--- src/rtl/move_sequencer_if.sv ---
// Bundle of signals between the move sequencer, the roll button logic and
// the player controller.
// Optional macro MOVE_TIMEOUT_EN adds the move_err ack-timeout pulse.
interface move_sequencer_if;
    logic       roll_req;
    logic       is_moving;
    logic [3:0] current_tile;
    logic       move_trigger;
    logic [2:0] dice_value;
    logic       busy;
    logic       turn_done;
    logic       at_goal;
`ifdef MOVE_TIMEOUT_EN
    logic       move_err;
`endif

    // Sequencer side: consumes button/player status, drives step commands.
    modport master (
`ifdef MOVE_TIMEOUT_EN
        output move_err,
`endif
        input  roll_req,
        input  is_moving,
        input  current_tile,
        output move_trigger,
        output dice_value,
        output busy,
        output turn_done,
        output at_goal
    );

    // Environment side: button logic and player controller.
    modport slave (
`ifdef MOVE_TIMEOUT_EN
        input  move_err,
`endif
        output roll_req,
        output is_moving,
        output current_tile,
        input  move_trigger,
        input  dice_value,
        input  busy,
        input  turn_done,
        input  at_goal
    );
endinterface

--- src/rtl/move_sequencer.sv ---
// move_sequencer: turn initiator for the board-game UI.
// A roll-button rising edge draws a die value 1..6 from a free-running LFSR,
// then issues one move_trigger pulse per step, waiting for the player
// controller's is_moving to rise and fall before each next step. Steps are
// clipped so the player never passes MAX_TILE.
// Optional macro MOVE_TIMEOUT_EN: abandon the turn (move_err pulse) when
// is_moving does not rise within ACK_TIMEOUT cycles of a trigger.
module move_sequencer #(
    parameter int         MAX_TILE    = 9,
    parameter logic [7:0] LFSR_SEED   = 8'hA5,
    parameter int         ACK_TIMEOUT = 64
) (
    input  logic             clk,
    input  logic             rst_n,
    move_sequencer_if.master bus
);

    localparam logic [7:0] GOAL = 8'(MAX_TILE);

    typedef enum logic [2:0] {
        ST_IDLE      = 3'd0,
        ST_ROLL      = 3'd1,
        ST_ISSUE     = 3'd2,
        ST_WAIT_ACK  = 3'd3,
        ST_WAIT_DONE = 3'd4,
        ST_FINISH    = 3'd5
    } state_t;

    state_t     state_r, state_s;
    logic [7:0] lfsr_r;
    logic       roll_prev_r;
    logic       goal_r;
    logic       trig_r, trig_s;
    logic [2:0] dice_r, dice_s;
    logic [2:0] steps_r, steps_s;
    logic       busy_r, busy_s;
    logic       done_r, done_s;

    logic       roll_edge_s;
    logic [7:0] tile_s;
    logic [2:0] die_s;
    logic [7:0] room_s;
    logic [2:0] clip_s;

`ifdef MOVE_TIMEOUT_EN
    localparam logic [7:0] ACK_LAST = 8'(ACK_TIMEOUT - 1);
    logic [7:0] cnt_r, cnt_s;
    logic       err_r, err_s;
`endif

    // 8-bit Fibonacci LFSR step, taps 8,6,5,4.
    function automatic logic [7:0] lfsr_next(input logic [7:0] v);
        return {v[6:0], v[7] ^ v[5] ^ v[4] ^ v[3]};
    endfunction

    // Die draw, roll edge and the step count clipped to the tiles left.
    always_comb begin
        tile_s      = {4'd0, bus.current_tile};
        roll_edge_s = bus.roll_req & ~roll_prev_r;
        die_s       = 3'((lfsr_r % 8'd6) + 8'd1);
        if (tile_s < GOAL) begin
            room_s = GOAL - tile_s;
        end else begin
            room_s = 8'd0;
        end
        // Never load zero steps: a zero would underflow in WAIT_DONE.
        if (room_s == 8'd0) begin
            clip_s = 3'd1;
        end else if ({5'd0, die_s} < room_s) begin
            clip_s = die_s;
        end else begin
            clip_s = 3'(room_s);
        end
    end

    // Free-running LFSR, button edge history and goal flag.
    always_ff @(posedge clk or negedge rst_n) begin
        if (!rst_n) begin
            lfsr_r      <= LFSR_SEED;
            roll_prev_r <= 1'b0;
            goal_r      <= 1'b0;
        end else begin
            lfsr_r      <= lfsr_next(lfsr_r);
            roll_prev_r <= bus.roll_req;
            goal_r      <= (tile_s >= GOAL);
        end
    end

    // FSM state and registered outputs.
    always_ff @(posedge clk or negedge rst_n) begin
        if (!rst_n) begin
            state_r <= ST_IDLE;
            trig_r  <= 1'b0;
            dice_r  <= 3'd0;
            steps_r <= 3'd0;
            busy_r  <= 1'b0;
            done_r  <= 1'b0;
`ifdef MOVE_TIMEOUT_EN
            cnt_r   <= 8'd0;
            err_r   <= 1'b0;
`endif
        end else begin
            state_r <= state_s;
            trig_r  <= trig_s;
            dice_r  <= dice_s;
            steps_r <= steps_s;
            busy_r  <= busy_s;
            done_r  <= done_s;
`ifdef MOVE_TIMEOUT_EN
            cnt_r   <= cnt_s;
            err_r   <= err_s;
`endif
        end
    end

    // Next-state and next-output decode for the turn sequence.
    always_comb begin
        state_s = state_r;
        trig_s  = 1'b0;
        dice_s  = dice_r;
        steps_s = steps_r;
        busy_s  = busy_r;
        done_s  = 1'b0;
`ifdef MOVE_TIMEOUT_EN
        cnt_s   = cnt_r;
        err_s   = 1'b0;
`endif
        case (state_r)
            ST_IDLE: begin
                // Edges at the goal or while busy are dropped, not queued.
                if (roll_edge_s && (tile_s < GOAL)) begin
                    state_s = ST_ROLL;
                end else begin
                    state_s = ST_IDLE;
                end
            end
            ST_ROLL: begin
                dice_s  = die_s;
                steps_s = clip_s;
                busy_s  = 1'b1;
                state_s = ST_ISSUE;
            end
            ST_ISSUE: begin
                trig_s  = 1'b1;
`ifdef MOVE_TIMEOUT_EN
                cnt_s   = 8'd0;
`endif
                state_s = ST_WAIT_ACK;
            end
            ST_WAIT_ACK: begin
                // A step only counts once is_moving has been seen high here,
                // so a controller still busy from before cannot fake a step.
                if (bus.is_moving) begin
                    state_s = ST_WAIT_DONE;
                end else begin
`ifdef MOVE_TIMEOUT_EN
                    if (cnt_r == ACK_LAST) begin
                        err_s   = 1'b1;
                        steps_s = 3'd0;
                        state_s = ST_FINISH;
                    end else begin
                        cnt_s   = cnt_r + 8'd1;
                        state_s = ST_WAIT_ACK;
                    end
`else
                    state_s = ST_WAIT_ACK;
`endif
                end
            end
            ST_WAIT_DONE: begin
                if (!bus.is_moving) begin
                    steps_s = steps_r - 3'd1;
                    if (steps_r == 3'd1) begin
                        state_s = ST_FINISH;
                    end else begin
                        state_s = ST_ISSUE;
                    end
                end else begin
                    state_s = ST_WAIT_DONE;
                end
            end
            ST_FINISH: begin
                done_s  = 1'b1;
                busy_s  = 1'b0;
                state_s = ST_IDLE;
            end
            default: begin
                busy_s  = 1'b0;
                state_s = ST_IDLE;
            end
        endcase
    end

    assign bus.move_trigger = trig_r;
    assign bus.dice_value   = dice_r;
    assign bus.busy         = busy_r;
    assign bus.turn_done    = done_r;
    assign bus.at_goal      = goal_r;
`ifdef MOVE_TIMEOUT_EN
    assign bus.move_err     = err_r;
`endif

endmodule

--- src/flat_wrapper.sv ---
// flat-port wrapper written by rule: the top's interface ports become plain ports
module move_sequencer_flat 
#(
    parameter int         MAX_TILE    = 9,
    parameter logic [7:0] LFSR_SEED   = 8'hA5,
    parameter int         ACK_TIMEOUT = 64
)
  (clk, rst_n, bus_roll_req, bus_is_moving, bus_current_tile, bus_move_trigger, bus_dice_value, bus_busy, bus_turn_done, bus_at_goal);
  move_sequencer_if bus_i ();
  input  logic clk;
  input  logic rst_n;
  input wire logic [$bits(bus_i.roll_req)-1:0] bus_roll_req;
  input wire logic [$bits(bus_i.is_moving)-1:0] bus_is_moving;
  input wire logic [$bits(bus_i.current_tile)-1:0] bus_current_tile;
  output wire logic [$bits(bus_i.move_trigger)-1:0] bus_move_trigger;
  output wire logic [$bits(bus_i.dice_value)-1:0] bus_dice_value;
  output wire logic [$bits(bus_i.busy)-1:0] bus_busy;
  output wire logic [$bits(bus_i.turn_done)-1:0] bus_turn_done;
  output wire logic [$bits(bus_i.at_goal)-1:0] bus_at_goal;
  assign bus_i.roll_req = bus_roll_req;
  assign bus_i.is_moving = bus_is_moving;
  assign bus_i.current_tile = bus_current_tile;
  assign bus_move_trigger = bus_i.move_trigger;
  assign bus_dice_value = bus_i.dice_value;
  assign bus_busy = bus_i.busy;
  assign bus_turn_done = bus_i.turn_done;
  assign bus_at_goal = bus_i.at_goal;
  move_sequencer #(.MAX_TILE(MAX_TILE), .LFSR_SEED(LFSR_SEED), .ACK_TIMEOUT(ACK_TIMEOUT)) u_core (.clk(clk), .rst_n(rst_n), .bus(bus_i));
endmodule
--- config.mk ---
export PLATFORM = sky130hd
export DESIGN_NAME = move_sequencer_flat
export DESIGN_NICKNAME = d
export VERILOG_FILES = /design/src/rtl/move_sequencer_if.sv /design/src/rtl/move_sequencer.sv /design/src/flat_wrapper.sv
export SDC_FILE = /design/constraint.sdc
export NUM_CORES = 1
export LEC_CHECK = 0
export ABC_AREA = 1
export BUFFER_PORTS_ARGS = -buffer_cell sky130_fd_sc_hd__buf_2
export CORE_MARGIN = 8
export CORE_UTILIZATION = 45
export CTS_BUF_LIST = sky130_fd_sc_hd__clkbuf_2
export CTS_CLUSTER_SIZE = 24
export DETAILED_ROUTE_END_ITERATION = 8
export PLACE_DENSITY_LB_ADDON = 0.2
export SYNTH_ARGS = -nofsm -noshare
export SYNTH_HDL_FRONTEND = slang
export SYNTH_SLANG_ARGS = --single-unit
--- constraint.sdc ---
create_clock -name clk -period 3.5 [get_ports clk]
set_input_delay 0.7 -clock clk [delete_from_list [all_inputs] [get_ports clk]]
set_output_delay 0.7 -clock clk [all_outputs]
set_load 0.005 [all_outputs]
======== Word level (Yosys, flattened, before mapping) ========
Index checks and enable logic that the tools add are counted.
storage, ports and cells
  flip-flop bits (word level) ............. 22
  bits of input ports ..................... 8
operators by class
  $add $sub $neg .......................... 3
  equality and inequality tests ........... 7
  multiplexer cells ....................... 13
  order comparisons ....................... 3
  reduce and logical (&&, ||, !) cells .... 6
  bitwise gates (word level) .............. 5
  divide/modulo/power cells ............... 1
operators by type and width
  operator               number
  $mux W3                6
  $pmux W3 S5            1
  $logic_not A8 Y1       1
  $lt A3 B8 Y1           1
  $mod A8 B3 Y8 const B  1
  $mux W8                1
  $eq A3 B1 Y1 const B   2
  $eq A3 B2 Y1 const B   2
  $eq A3 B3 Y1 const B   2
  $pmux W3 S2            1
  $sub A4 B4 Y5 const A  1
  $ge A4 B4 Y1 const B   1
  $lt A4 B4 Y1 const B   1
  $reduce_or A4 Y1       1
  $add A3 B1 Y3 const B  1
  $logic_not A3 Y1       1
  $mux W1                3
  $sub A3 B1 Y3 const B  1
  $xor A1 B1 Y1          3
  $ne A2 B2 Y1 const B   1
  $pmux W1 S2            1
  $reduce_and A2 Y1      1
  $reduce_bool A2 Y1     1
  $and A1 B1 Y1          1
  2 further kinds        2

======== Depth between registers and ports, before layout ========
Gate-level depths: netlist of the first run.
  depth in word-level cells ............... 6
  mapped depth ............................ 29

======== Worst setup path after synthesis of the first run ========
No wires, ideal clock.
  kind .................................... reg2reg
  start ................................... register u_core.lfsr_r[7]
  end ..................................... register u_core.steps_r[2]
  stages on the path, launching flop included .. 30
  data required time ...................... 3380 ps
  path buffers ............................ 0
  data arrival time ....................... 2842 ps
  period minus slack after synthesis ...... 2962 ps
  setup slack ............................. 538 ps
  cell sequence ........................... dfstp_2 > inv_2 > nand3_1 > nand2_1 > nand2_1 > nand3_2 > nand2_1 > nand2_1 > nand2_2 > o21ai_1 > nand2_2 > inv_2 > o21bai_4 > nand3_2 > nand2_1 > xor2_1 > ha_1 > inv_1 > nand3_2 > nand2_1 > ha_1 > inv_1 > o21bai_1 > nand2_2 > inv_2 > nand2_1 > nand2_1 > clkinv_1 > nand2_1 > a21oi_2
between the ends
  longest elaborated chain between the ends .. 6
RTL lines
  item                    RTL line               source
  from (decl)             move_sequencer.sv:30   logic [7:0] lfsr_r;
  from (signal assigned)  move_sequencer.sv:83   lfsr_r <= lfsr_next(lfsr_r);
  $mod A8 B3 Y8 *         move_sequencer.sv:60   die_s = 3'((lfsr_r % 8'd6) + 8'd1);
  $add A3 B1 Y3 *         move_sequencer.sv:60
  net u_core.die_s[2]     move_sequencer.sv:41   logic [2:0] die_s;
  $lt A3 B8 Y1            move_sequencer.sv:69   end else if ({5'd0, die_s} < room_s) begin
  $mux W3 *               move_sequencer.sv:69
  $mux W3 *               move_sequencer.sv:67   if (room_s == 8'd0) begin
  $pmux W3 S2 *           move_sequencer.sv:128  case (state_r)
  to (signal assigned)    move_sequencer.sv:106  steps_r <= steps_s;
  to (decl)               move_sequencer.sv:35   logic [2:0] steps_r, steps_s;
The timed path passes the listed nets; every way through them passes the cells marked *.
A chain may end at the register's enable or synchronous reset.

======== Worst setup path in the final report of the first run ========
  start ................................... register u_core.lfsr_r[7]
  end ..................................... register u_core.steps_r[1]
between the ends
  longest elaborated chain between the ends .. 6
RTL lines
  item                 RTL line
  $mod A8 B3 Y8        move_sequencer.sv:60
  $add A3 B1 Y3        move_sequencer.sv:60
  net u_core.die_s[2]  move_sequencer.sv:41
  $lt A3 B8 Y1         move_sequencer.sv:69
  $mux W3              move_sequencer.sv:69
  $mux W3              move_sequencer.sv:67
  $pmux W3 S2          move_sequencer.sv:128
The timed path passes the listed nets, and every way through them passes these cells.

==> summary.txt, run 1 <==
Global route
  • Vias in the first global route: 997
  • Pin count of the biggest net entering global routing: 23
  • M2 GR Usage: 16.3%
  • Number of antenna violations at the first check in global routing: 0
  • Gr ovfl total: 0
  • Wire length of the first global-routing pass: 4200 um
  • Global-route usage over all layers: 10.2%
  • Met3 layer usage reported by global route: 2.29%
  • Global routing's busiest layer: met2
  • Met1 track demand over resource in global routing: 12.6%

Yosys
  • Sequential element share of the synthesized area: 42.9%
  • Synthesis warning total: 0
  • Post-synthesis cell type count: 28
  • Syn Std Cell Area: 1290 sq um
  • Top area cells in the synthesized netlist: sky130_fd_sc_hd__dfrtp_1 35%, sky130_fd_sc_hd__nand2_1 11%, sky130_fd_sc_hd__dfstp_2 8.1%
  • Post-synthesis cell count: 159
  • Net count after synthesis: 174
  • Number of register bits inferred by synthesis: 22
  • Post-synthesis average cell area: 8.14 sq um
  • Share of the synthesized area in the top cell type: 34.8%
  • Cell accounting for the most synthesized area: sky130_fd_sc_hd__dfrtp_1

Cells and area
  • Most frequent cells in the layout: 36 x sky130_fd_sc_hd__nand2_1, 19 x sky130_fd_sc_hd__inv_1, 18 x sky130_fd_sc_hd__dfrtp_1
  • Area Overhead vs Synth: 14.0%
  • Final Instance Area: 1480 sq um
  • Total number of nets in the final design: 196
  • Final standard cell utilization of the core: 54.0%
  • Fillers: 261
  • Most common library cell in the layout ignoring fill and taps: sky130_fd_sc_hd__nand2_1
  • Ratio of cells with drive above 1 in the final layout: 27.8%
  • Antenna Diode Count: 0

Placed design
  • Dpl cell area: 1400 sq um
  • Detailed placement HPWL: 1930 um
  • Number of port buffers: 14
  • RD Place Congestion: 0.757

CTS
  • CTS HTree Levels: 1
  • Number of hold buffers added after CTS: 0
  • Root Driver: sky130_fd_sc_hd__clkbuf_2
  • Clock Latency Late Sink: 0.34 ns
  • Clock slew seen by the registers of the worst setup and hold paths: 0.21 ns
  • TritonCTS clock tree: built
  • Inserted Clock Buffers: 3
  • Maximum buffer depth of the clock tree: 2
  • Clock Sinks: 22

Worst setup path
  • Internal reg-to-reg setup slack: 0.27 ns
  • Crit. End Element: flip-flop
  • Kind of start point of the critical path: flip-flop
  • Critical-path maximum fanout: 5
  • Worst endpoint data arrival time: 3.47 ns
  • Classification of the worst setup path: flip-flop to flip-flop
  • Critical path required time: 3.74 ns

STA
  • Slew HR: 53.0%
  • Final clock period utilization by the worst path: 92.2%
  • Final count of hold timing violations: 0
  • Pin slew with the least headroom to its limit: 0.699 ns
  • Number of pins exceeding their max-slew limit in the final report: 0
  • Max Freq: 0.310 GHz
  • Setup TNS after final layout: 0 ns
  • Setup violations, final: 0
  • Min Clock Period, post-route: 3.23 ns
  • Setup clock skew after layout: 0.0107 ns

Floorplan
  • Starting Density: 47.3%
  • Die Y-Extent: 69.6 um
  • Num ports: 15
  • Area of the die: 4850 sq um
  • Width of the die: 69.6 um
  • Count of standard-cell rows: 19
  • Total core area: 2730 sq um

Pwr
  • Peak ir drop on the vdd network: 0.000474 V
  • Pleak: 0.000748 uW
  • Switching power share of the total: 34.2%
  • Power dissipated by switching net loads: 261 uW
  • Internal Dissipation: 503 uW
  • Power share of the sequential group: 45.0%
  • Power Total: 765 uW
  • Clock share of power: 23.0%
  • Combinational group share of total power: 32.1%
  • Pwr Density: 518 nW/um^2

Detailed routing
  • Drt first-iter violations: 57
  • Drt first pass iters: 4
  • Number of remaining DRC errors: 0
  • Total vias in the final route: 1052
  • Number of nets with antenna violations after detailed routing: 0
  • WL per Instance: 11.5 um
  • DR vias/cell: 4.99
  • Total wire length: 2420 um

Job
  • Max-cap viol count: 0

Outcome
  • Status: finished clean

Worst hold path
  • Class of the worst hold path: input pin to async pin
-- registers in the layout, summed over array words and instances, names as in the netlist --
name                     cells
u_core.bus.at_goal           1
u_core.bus.turn_done         1
u_core.bus.dice_value        3
u_core.bus.move_trigger      1
u_core.lfsr_r                8
u_core.steps_r               3
u_core.roll_prev_r           1
u_core.state_r               3
u_core.bus.busy              1
-- stage by stage --
step	setup WS [ns]	std cells	hold slack [ns]
finish	0.273	211	0.268
global route	-0.0544	211	0.293
CTS	0.214	208	0.273
detailed placement	0.233	204	0.404
global placement	0.369	204	0.403
floorplan	0.538	159	0.395
-- what timing repair did --
item | 4_1_cts | 5_1_grt
resized for setup | 0 | 2
buffers inserted | 0 | 3
setup endpoints to repair | 0 | 3
-- power groups by stage --
stage / logic [uW] / clock network (uW) / registers [uW]
after floorplan: 179 / 0 / 343
after global placement: 238 / 0 / 346
after detailed placement: 247 / 0 / 350
after CTS: 247 / 181 / 345
after global routing: 285 / 188 / 351
final: 245 / 176 / 344
-- layer usage --
layer	part of all wire (%)	vias to the layer above	routed length, um
met5	0	-	0
met4	2.5	0	61
met3	4.7	7	114
met2	46	18	1120
met1	46	476	1120
li1	-	551	-
-- final timing paths --
check                           cells past startpoint              from           endpoint
worst max register to register                     27  u_core.lfsr_r[7]  u_core.steps_r[1]
min in group clk                                    0  u_core.lfsr_r[2]   u_core.lfsr_r[3]
worst max-delay path                               27  u_core.lfsr_r[7]  u_core.steps_r[1]
max in group asynchronous                           1             rst_n   u_core.lfsr_r[7]
worst min-delay path                                1             rst_n  u_core.steps_r[1]
worst min register to register                      0  u_core.lfsr_r[2]   u_core.lfsr_r[3]
-- critical path, stage by stage, from the launching register on --
cell and delay, ns:
sky130_fd_sc_hd__dfstp_2 0.60, sky130_fd_sc_hd__inv_2 0.04, sky130_fd_sc_hd__nand3_1 0.06, sky130_fd_sc_hd__nand2_1 0.07
sky130_fd_sc_hd__nand2_2 0.07, sky130_fd_sc_hd__nand3_2 0.08, sky130_fd_sc_hd__nand2_1 0.07, sky130_fd_sc_hd__nand2_1 0.07
sky130_fd_sc_hd__nand2_2 0.07, sky130_fd_sc_hd__o21ai_1 0.07, sky130_fd_sc_hd__nand2_2 0.10, sky130_fd_sc_hd__inv_2 0.05
sky130_fd_sc_hd__o21bai_4 0.11, sky130_fd_sc_hd__nand3_2 0.09, sky130_fd_sc_hd__nand2_1 0.08, sky130_fd_sc_hd__xor2_1 0.16
sky130_fd_sc_hd__ha_2 0.21, sky130_fd_sc_hd__inv_1 0.05, sky130_fd_sc_hd__nand3_2 0.09, sky130_fd_sc_hd__nand2_1 0.08
sky130_fd_sc_hd__ha_1 0.28, sky130_fd_sc_hd__inv_1 0.03, sky130_fd_sc_hd__o21bai_1 0.17, sky130_fd_sc_hd__nand2_2 0.09
sky130_fd_sc_hd__inv_2 0.09, sky130_fd_sc_hd__nand2_1 0.05, sky130_fd_sc_hd__o211ai_1 0.10, sky130_fd_sc_hd__a31oi_1 0.12
-- synthesized netlist by cell type, drive strengths merged --
cell type / count
or2: 1
xor2: 2
xnor2: 2
o21bai: 2
o41ai: 1
o21ai: 7
dfstp: 4
nand2: 44
dfrtp: 18
clkinv: 3
inv: 26
o21a: 1
o211ai: 3
ha: 7
nor3: 2
nand3: 15
a21oi: 6
o311ai: 1
a31oi: 2
nor2: 12
-- area by class of cell --
cell class | count | area (sq um) | share of cell area, %
timing repair buffer | 17 | 92.6 | 6.28
clock buffer | 3 | 15.0 | 1.02
inverter | 29 | 109 | 7.38
sequential | 22 | 556 | 37.7
multi-input combinational | 108 | 634 | 43.0
tap | 31 | 38.8 | 2.63
clock inverter | 1 | 30.0 | 2.04
-- cells by family (layout without fill, tap and decap cells) --
| logic type | after synthesis | in the layout | share of synthesized area, % |
|---|---|---|---|
| flip-flops | 22 | 22 | 42.9 |
| AO/OA/AOI/OAI | 23 | 23 | 12.6 |
| buffers and inverters | 29 | 50 | 8.41 |
| adder cells (fa/ha/maj) | 7 | 7 | 6.77 |
| AND/OR/NAND/NOR | 74 | 74 | 26.6 |
| XOR/XNOR | 4 | 4 | 2.71 |
Note: power is estimated with default switching activity, not from simulation.
==> inputs of run 2 (changes only) <==
Settings changed: PLACE_DENSITY from default to 0.67, PLACE_DENSITY_LB_ADDON 0.2 to default, RECOVER_POWER from default to 50.
==> run 2 against run 1 <==
Against the previous run:
- sequential cell count did not move
- sequential power barely moved
- design area is 0.34% higher
- largest cell class unchanged
- clock-buffer cell count is the same
- via count shrank 0.76%
- combinational power hardly changed
==> summary.txt, run 2 (same netlist as run 1, synthesis figures left out) <==
Outcome
  • Status: finished clean (unchanged)

CTS
  • Clock slew seen by the registers of the worst setup and hold paths: 0.20 ns (was 0.21 ns)
  • Clock Sinks: 22 (unchanged)
  • Maximum buffer depth of the clock tree: 2 (unchanged)
  • TritonCTS clock tree: built (unchanged)
  • Root Driver: sky130_fd_sc_hd__clkbuf_2 (unchanged)
  • Clock Latency Late Sink: 0.33 ns (was 0.34 ns)
  • Inserted Clock Buffers: 3 (unchanged)
  • CTS HTree Levels: 1 (unchanged)

Cells and area
  • Fillers: 263 (was 261)
  • Ratio of cells with drive above 1 in the final layout: 27.2% (was 27.8%)
  • Largest register FFs: 8 (unchanged)
  • Final Non-Filler Cells: 211 (unchanged)
  • Most frequent cells in the layout: 35 x sky130_fd_sc_hd__nand2_1, 19 x sky130_fd_sc_hd__inv_1, 18 x sky130_fd_sc_hd__dfrtp_1 (was 36 x sky130_fd_sc_hd__nand2_1, 19 x sky130_fd_sc_hd__inv_1, 18 x sky130_fd_sc_hd__dfrtp_1)
  • Area of the multi-input gates: 641 sq um (was 634 sq um)
  • Area Overhead vs Synth: 14.4% (was 14.0%)
  • Antenna Diode Count: 0 (unchanged)
  • Most common library cell in the layout ignoring fill and taps: sky130_fd_sc_hd__nand2_1 (unchanged)
  • Total number of nets in the final design: 196 (unchanged)
  • Register area: 556 sq um (unchanged)
  • Register with the highest flop count: u_core.lfsr_r (unchanged)

Worst hold path
  • Number of cells on the worst hold path: 0
  • Class of the worst hold path: flip-flop to flip-flop (was input pin to async pin)

Worst setup path
  • WP depth: 27 (unchanged)
  • Crit. End Element: flip-flop (unchanged)
  • Classification of the worst setup path: flip-flop to flip-flop (unchanged)
  • Critical path buffers and inverters: 5 (unchanged)
  • Internal reg-to-reg setup slack: 0.35 ns (was 0.27 ns)
  • Critical-path maximum fanout: 5 (unchanged)
  • Worst-case reg-to-reg path depth: 27 (unchanged)
  • Start point of the critical path: u_core.lfsr_r[7] (unchanged)
  • Worst endpoint data arrival time: 3.38 ns (was 3.47 ns)
  • FF-to-FF End: u_core.steps_r[1] (unchanged)
  • Critical Path Slowest Stage Cell: sky130_fd_sc_hd__dfstp_2 (unchanged)
  • Crit path max-delay family: simple AND/OR/NAND/NOR gates (unchanged)
  • Origin of the critical flop-to-flop path: u_core.lfsr_r[7] (unchanged)
  • Critical path required time: 3.73 ns (was 3.74 ns)
  • Crit path to: u_core.steps_r[1] (unchanged)
  • Slowest stage delay, CP: 0.61 ns (was 0.60 ns)
  • Kind of start point of the critical path: flip-flop (unchanged)

Job
  • Max-cap viol count: 0 (unchanged)

STA
  • Min Clock Period, post-route: 3.15 ns (was 3.23 ns)
  • Number of pins exceeding their max-slew limit in the final report: 0 (unchanged)
  • Max Freq: 0.318 GHz (was 0.310 GHz)
  • Slew HR: 23.9% (was 53.0%)
  • Final count of hold timing violations: 0 (unchanged)
  • Setup clock skew after layout: 0.00982 ns (was 0.0107 ns)
  • Final clock period utilization by the worst path: 90.0% (was 92.2%)
  • Pin slew with the least headroom to its limit: 1.14 ns (was 0.699 ns)
  • Setup violations, final: 0 (unchanged)
  • Hold Slack: 0.433 ns (was 0.268 ns)
  • Setup TNS after final layout: 0 ns (unchanged)

Detailed routing
  • Number of remaining DRC errors: 0 (unchanged)
  • WL per Instance: 11.0 um (was 11.5 um)
  • Total vias in the final route: 1044 (was 1052)
  • Number of nets with antenna violations after detailed routing: 0 (unchanged)
  • DR vias/cell: 4.95 (was 4.99)
  • Total wire length: 2310 um (was 2420 um)
  • Drt first-iter violations: 26 (was 57)
  • Drt first pass iters: 4 (unchanged)

Floorplan
  • Total core area: 2730 sq um (unchanged)
  • Die Y-Extent: 69.6 um (unchanged)
  • Width of the die: 69.6 um (unchanged)
  • Count of standard-cell rows: 19 (unchanged)
  • Num ports: 15 (unchanged)
  • Area of the die: 4850 sq um (unchanged)
  • Starting Density: 47.3% (unchanged)

Global route
  • Global-route usage over all layers: 9.97% (was 10.2%)
  • Pin count of the biggest net entering global routing: 23 (unchanged)
  • Wire length of the first global-routing pass: 4170 um (was 4200 um)
  • Number of antenna violations at the first check in global routing: 0 (unchanged)
  • Gr ovfl total: 0 (unchanged)
  • Vias in the first global route: 1015 (was 997)

Placed design
  • Number of port buffers: 14 (unchanged)
  • RD Place Congestion: 0.804 (was 0.757)
  • Detailed placement HPWL: 1840 um (was 1930 um)
  • Instance count after placement with tap cells included: 204 (unchanged)

Pwr
  • Power Total: 767 uW (was 765 uW)
  • Pwr Density: 518 nW/um^2 (about the same)
  • Pleak: 0.000746 uW (was 0.000748 uW)
  • Peak ir drop on the vdd network: 0.000403 V (was 0.000474 V)
[run 2: power by group]
group          total [uW]  internal (uW)  switching (uW)
clock                 177           98.5            78.5
sequential            345            306            39.3
combinational         244           98.0             146
[run 2: worst min-delay path by stage]
stage / startpoint / to / slack (ns)
floorplan: rst_n / u_core.bus.at_goal / 0.40
global placement: u_core.lfsr_r[6] / u_core.lfsr_r[7] / 0.41
detailed placement: u_core.lfsr_r[2] / u_core.lfsr_r[3] / 0.40
CTS: rst_n / u_core.steps_r[0] / 0.29
global route: u_core.lfsr_r[6] / u_core.lfsr_r[7] / 0.44
finish: u_core.lfsr_r[6] / u_core.lfsr_r[7] / 0.43
[run 2: layout make-up]
type                    instances  area share (%)
clock buffers                   3            1.01
clock inverters                 1            2.03
inverters                      29            7.35
multi-input cells             108            43.3
flip-flops and latches         22            37.5
well taps                      31            2.62
repair buffers                 17            6.17
[run 2: stage by stage]
step	utilization (%)	worst slack [ns]	instance area (sq um)
floorplan	-	0.538	1290
global placement	51.3	0.387	1400
detailed placement	51.3	0.310	1400
CTS	53.0	0.285	1450
global route	54.1	-0.00764	1480
finish	54.1	0.351	1480
[run 2: metal layers]
layer	global-route usage, %	vias to the layer above	routed length, um
met4	2.23	0	13
met1	11.7	480	1160
li1	-	547	-
met2	16.6	15	1020
met3	4.01	2	117
met5	0	-	0
[run 2: worst reg2reg max path: cells and delay by family (launching register included)]
kind | cells | cell delay, ns
compound gates | 5 | 0.52
xor+xnor | 1 | 0.16
fa+ha+maj | 2 | 0.48
buf+inv | 5 | 0.27
flops | 1 | 0.61
simple gates | 14 | 1.02
[run 2: timing repair]
action                     CTS  global route
setup buffers                0             3
gates resized for setup      0             4
hold buffers                 0             0
setup endpoints to repair    0             3
==> inputs of run 3 (changes only) <==
Clock period 3.5 ns to 3.91 ns, I/O delays scaled along.
==> run 3 against run 2 <==
Against the previous run:
- setup slack gained 0.19 ns
- final cell count shrank 1.4%
- clock power shrank 14%
- critical path type unchanged
- core utilization shrank 1.3 points
- register-to-register slack gained 0.19 ns
- critical endpoint is now u_core.steps_r[0]
- sequential power shrank 11%
- combinational power shrank 10%
- sequential cell count is the same
- critical path depth shrank 1
- non-clock buffer count shrank 3
- total power shrank 11%
- die area is the same
==> summary.txt, run 3 (same netlist as run 1, synthesis figures left out) <==
Outcome
  • Status: finished clean (unchanged)

Worst setup path
  • Worst endpoint data arrival time: 3.61 ns (was 3.38 ns)
  • FF-to-FF End: u_core.steps_r[0] (was u_core.steps_r[1])
  • Critical path required time: 4.15 ns (was 3.73 ns)
  • Slowest stage delay, CP: 0.68 ns (was 0.61 ns)
  • Classification of the worst setup path: flip-flop to flip-flop (unchanged)
  • Crit path max-delay family: simple AND/OR/NAND/NOR gates (unchanged)
  • WP depth: 26 (was 27)
  • Start point of the critical path: u_core.lfsr_r[5] (was u_core.lfsr_r[7])
  • Critical Path Slowest Stage Cell: sky130_fd_sc_hd__dfstp_1 (was sky130_fd_sc_hd__dfstp_2)
  • Origin of the critical flop-to-flop path: u_core.lfsr_r[5] (was u_core.lfsr_r[7])
  • Worst-case reg-to-reg path depth: 26 (was 27)
  • Critical path buffers and inverters: 3 (was 5)
  • Critical-path maximum fanout: 6 (was 5)
  • Kind of start point of the critical path: flip-flop (unchanged)
  • Crit. End Element: flip-flop (unchanged)
  • Crit path to: u_core.steps_r[0] (was u_core.steps_r[1])
  • Internal reg-to-reg setup slack: 0.54 ns (was 0.35 ns)
  • Cell mode on critical path: sky130_fd_sc_hd__nand2_1

Pwr
  • Internal Dissipation: 448 uW (was 503 uW)
  • Combinational group share of total power: 32.2% (was 31.9%)
  • Peak ir drop on the vdd network: 0.000438 V (was 0.000403 V)
  • Power share of the sequential group: 45.3% (was 45.1%)
  • Pleak: 0.000732 uW (was 0.000746 uW)
  • Pwr Density: 470 nW/um^2 (was 518 nW/um^2)
  • Clock share of power: 22.5% (was 23.1%)
  • Power Total: 680 uW (was 767 uW)
  • Switching power share of the total: 34.0% (was 34.4%)
  • Power dissipated by switching net loads: 231 uW (was 264 uW)

Cells and area
  • Ratio of cells with drive above 1 in the final layout: 22.6% (was 27.2%)
  • Antenna Diode Count: 0 (unchanged)
  • Fillers: 275 (was 263)
  • Total number of nets in the final design: 193 (was 196)
  • Area Overhead vs Synth: 11.7% (was 14.4%)
  • Most common library cell in the layout ignoring fill and taps: sky130_fd_sc_hd__nand2_1 (unchanged)
  • Final standard cell utilization of the core: 52.9% (was 54.1%)
  • Largest register FFs: 8 (unchanged)
  • Most frequent cells in the layout: 37 x sky130_fd_sc_hd__nand2_1, 19 x sky130_fd_sc_hd__inv_1, 18 x sky130_fd_sc_hd__dfrtp_1 (was 35 x sky130_fd_sc_hd__nand2_1, 19 x sky130_fd_sc_hd__inv_1, 18 x sky130_fd_sc_hd__dfrtp_1)
  • Final Instance Area: 1450 sq um (was 1480 sq um)
  • Register with the highest flop count: u_core.lfsr_r (unchanged)

STA
  • Number of pins exceeding their max-slew limit in the final report: 0 (unchanged)
  • Setup violations, final: 0 (unchanged)
  • Slew HR: 25.9% (was 23.9%)
  • RSZ-0062 raised after global routing: no
  • Max Freq: 0.297 GHz (was 0.318 GHz)
  • Pin slew with the least headroom to its limit: 1.11 ns (was 1.14 ns)
  • Min Clock Period, post-route: 3.37 ns (was 3.15 ns)
  • Final count of hold timing violations: 0 (unchanged)
  • Final clock period utilization by the worst path: 86.1% (was 90.0%)
  • Hold Slack: 0.430 ns (was 0.433 ns)
  • Setup TNS after final layout: 0 ns (unchanged)
  • Setup clock skew after layout: 0.0114 ns (was 0.00982 ns)

CTS
  • Clock Latency Late Sink: 0.31 ns (was 0.33 ns)
  • Maximum buffer depth of the clock tree: 2 (unchanged)
  • TritonCTS clock tree: built (unchanged)
  • CTS HTree Levels: 1 (unchanged)
  • Post-CTS Setup Repair Bufs: 0 (unchanged)
  • Number of hold buffers added after CTS: 0 (unchanged)
  • Clock slew seen by the registers of the worst setup and hold paths: 0.20 ns (about the same)
  • Gates resized, CTS repair: 0 (unchanged)
  • Clock Sinks: 22 (unchanged)
  • Root Driver: sky130_fd_sc_hd__clkbuf_2 (unchanged)
  • Inserted Clock Buffers: 3 (unchanged)

Global route
  • Number of antenna violations at the first check in global routing: 0 (unchanged)
  • Wire length of the first global-routing pass: 4440 um (was 4170 um)
  • Gr ovfl total: 0 (unchanged)
  • Vias in the first global route: 1077 (was 1015)
  • Global-route usage over all layers: 10.6% (was 9.97%)
  • Pin count of the biggest net entering global routing: 23 (unchanged)

Floorplan
  • Count of standard-cell rows: 19 (unchanged)
  • Total core area: 2730 sq um (unchanged)
  • Die Y-Extent: 69.6 um (unchanged)
  • Num ports: 15 (unchanged)
  • Width of the die: 69.6 um (unchanged)
  • Area of the die: 4850 sq um (unchanged)
  • Starting Density: 47.3% (unchanged)

Detailed routing
  • WL per Instance: 11.6 um (was 11.0 um)
  • Total wire length: 2410 um (was 2310 um)
  • Total vias in the final route: 1056 (was 1044)
  • Number of remaining DRC errors: 0 (unchanged)
  • Number of nets with antenna violations after detailed routing: 0 (unchanged)
  • DR vias/cell: 5.08 (was 4.95)
  • Drt first pass iters: 4 (unchanged)
  • Drt first-iter violations: 25 (was 26)

Placed design
  • Dpl cell area: 1400 sq um (unchanged)
  • RD Place Congestion: 0.808 (was 0.804)
  • Detailed placement HPWL: 1950 um (was 1840 um)
  • Number of port buffers: 14 (unchanged)

Worst hold path
  • Class of the worst hold path: flip-flop to flip-flop (unchanged)

Job
  • Max-cap viol count: 0 (unchanged)
## run 3: cell types whose count changed in the layout (fill, tap and decap cells not counted), sizes merged
cell / previous run / this run
buf: 16 / 12
clkbuf: 4 / 5
## run 3: layout make-up
class                           count  area, sq um  share of cell area [%]
Clock buffer                        3         15.0                    1.04
Clock inverter                      1         30.0                    2.08
Inverter                           29          109                    7.53
Multi-Input combinational cell    108          629                    43.5
Sequential cell                    22          556                    38.4
Tap cell                           31         38.8                    2.68
Timing Repair Buffer               14         67.6                    4.68
## run 3: how the worst min path moves through the flow
stage	slack (ns)	end	cells past startpoint	start
3_3_place_gp	0.41	u_core.lfsr_r[3]	0	u_core.lfsr_r[2]
4_1_cts	0.38	u_core.bus.turn_done	1	rst_n
6_report	0.43	u_core.lfsr_r[7]	0	u_core.lfsr_r[6]
2_1_floorplan	0.40	u_core.lfsr_r[7]	0	u_core.lfsr_r[6]
3_5_place_dp	0.40	u_core.lfsr_r[3]	0	u_core.lfsr_r[2]
5_1_grt	0.44	u_core.lfsr_r[7]	0	u_core.lfsr_r[6]
## run 3: stage by stage
stage,std cells,setup WS [ns]
2_1_floorplan,159,0.948
3_3_place_gp,204,0.797
3_5_place_dp,204,0.632
4_1_cts,208,0.578
5_1_grt,208,0.193
6_report,208,0.542
## run 3: routing by layer
metal,GRT usage [%],share of wire [%],vias to the layer above
met3,3.00,4.4,2
met5,0,0,-
li1,-,-,547
met2,18.8,47,16
met4,2.90,0.33,0
met1,12.0,48,491
## run 3: power by group through the flow
stage / combinational (uW) / clock, uW / sequential, uW
floorplan: 161 / 0 / 307
global route: 256 / 168 / 314
finish: 219 / 153 / 308
CTS: 223 / 157 / 307
detailed placement: 220 / 0 / 312
global placement: 213 / 0 / 310
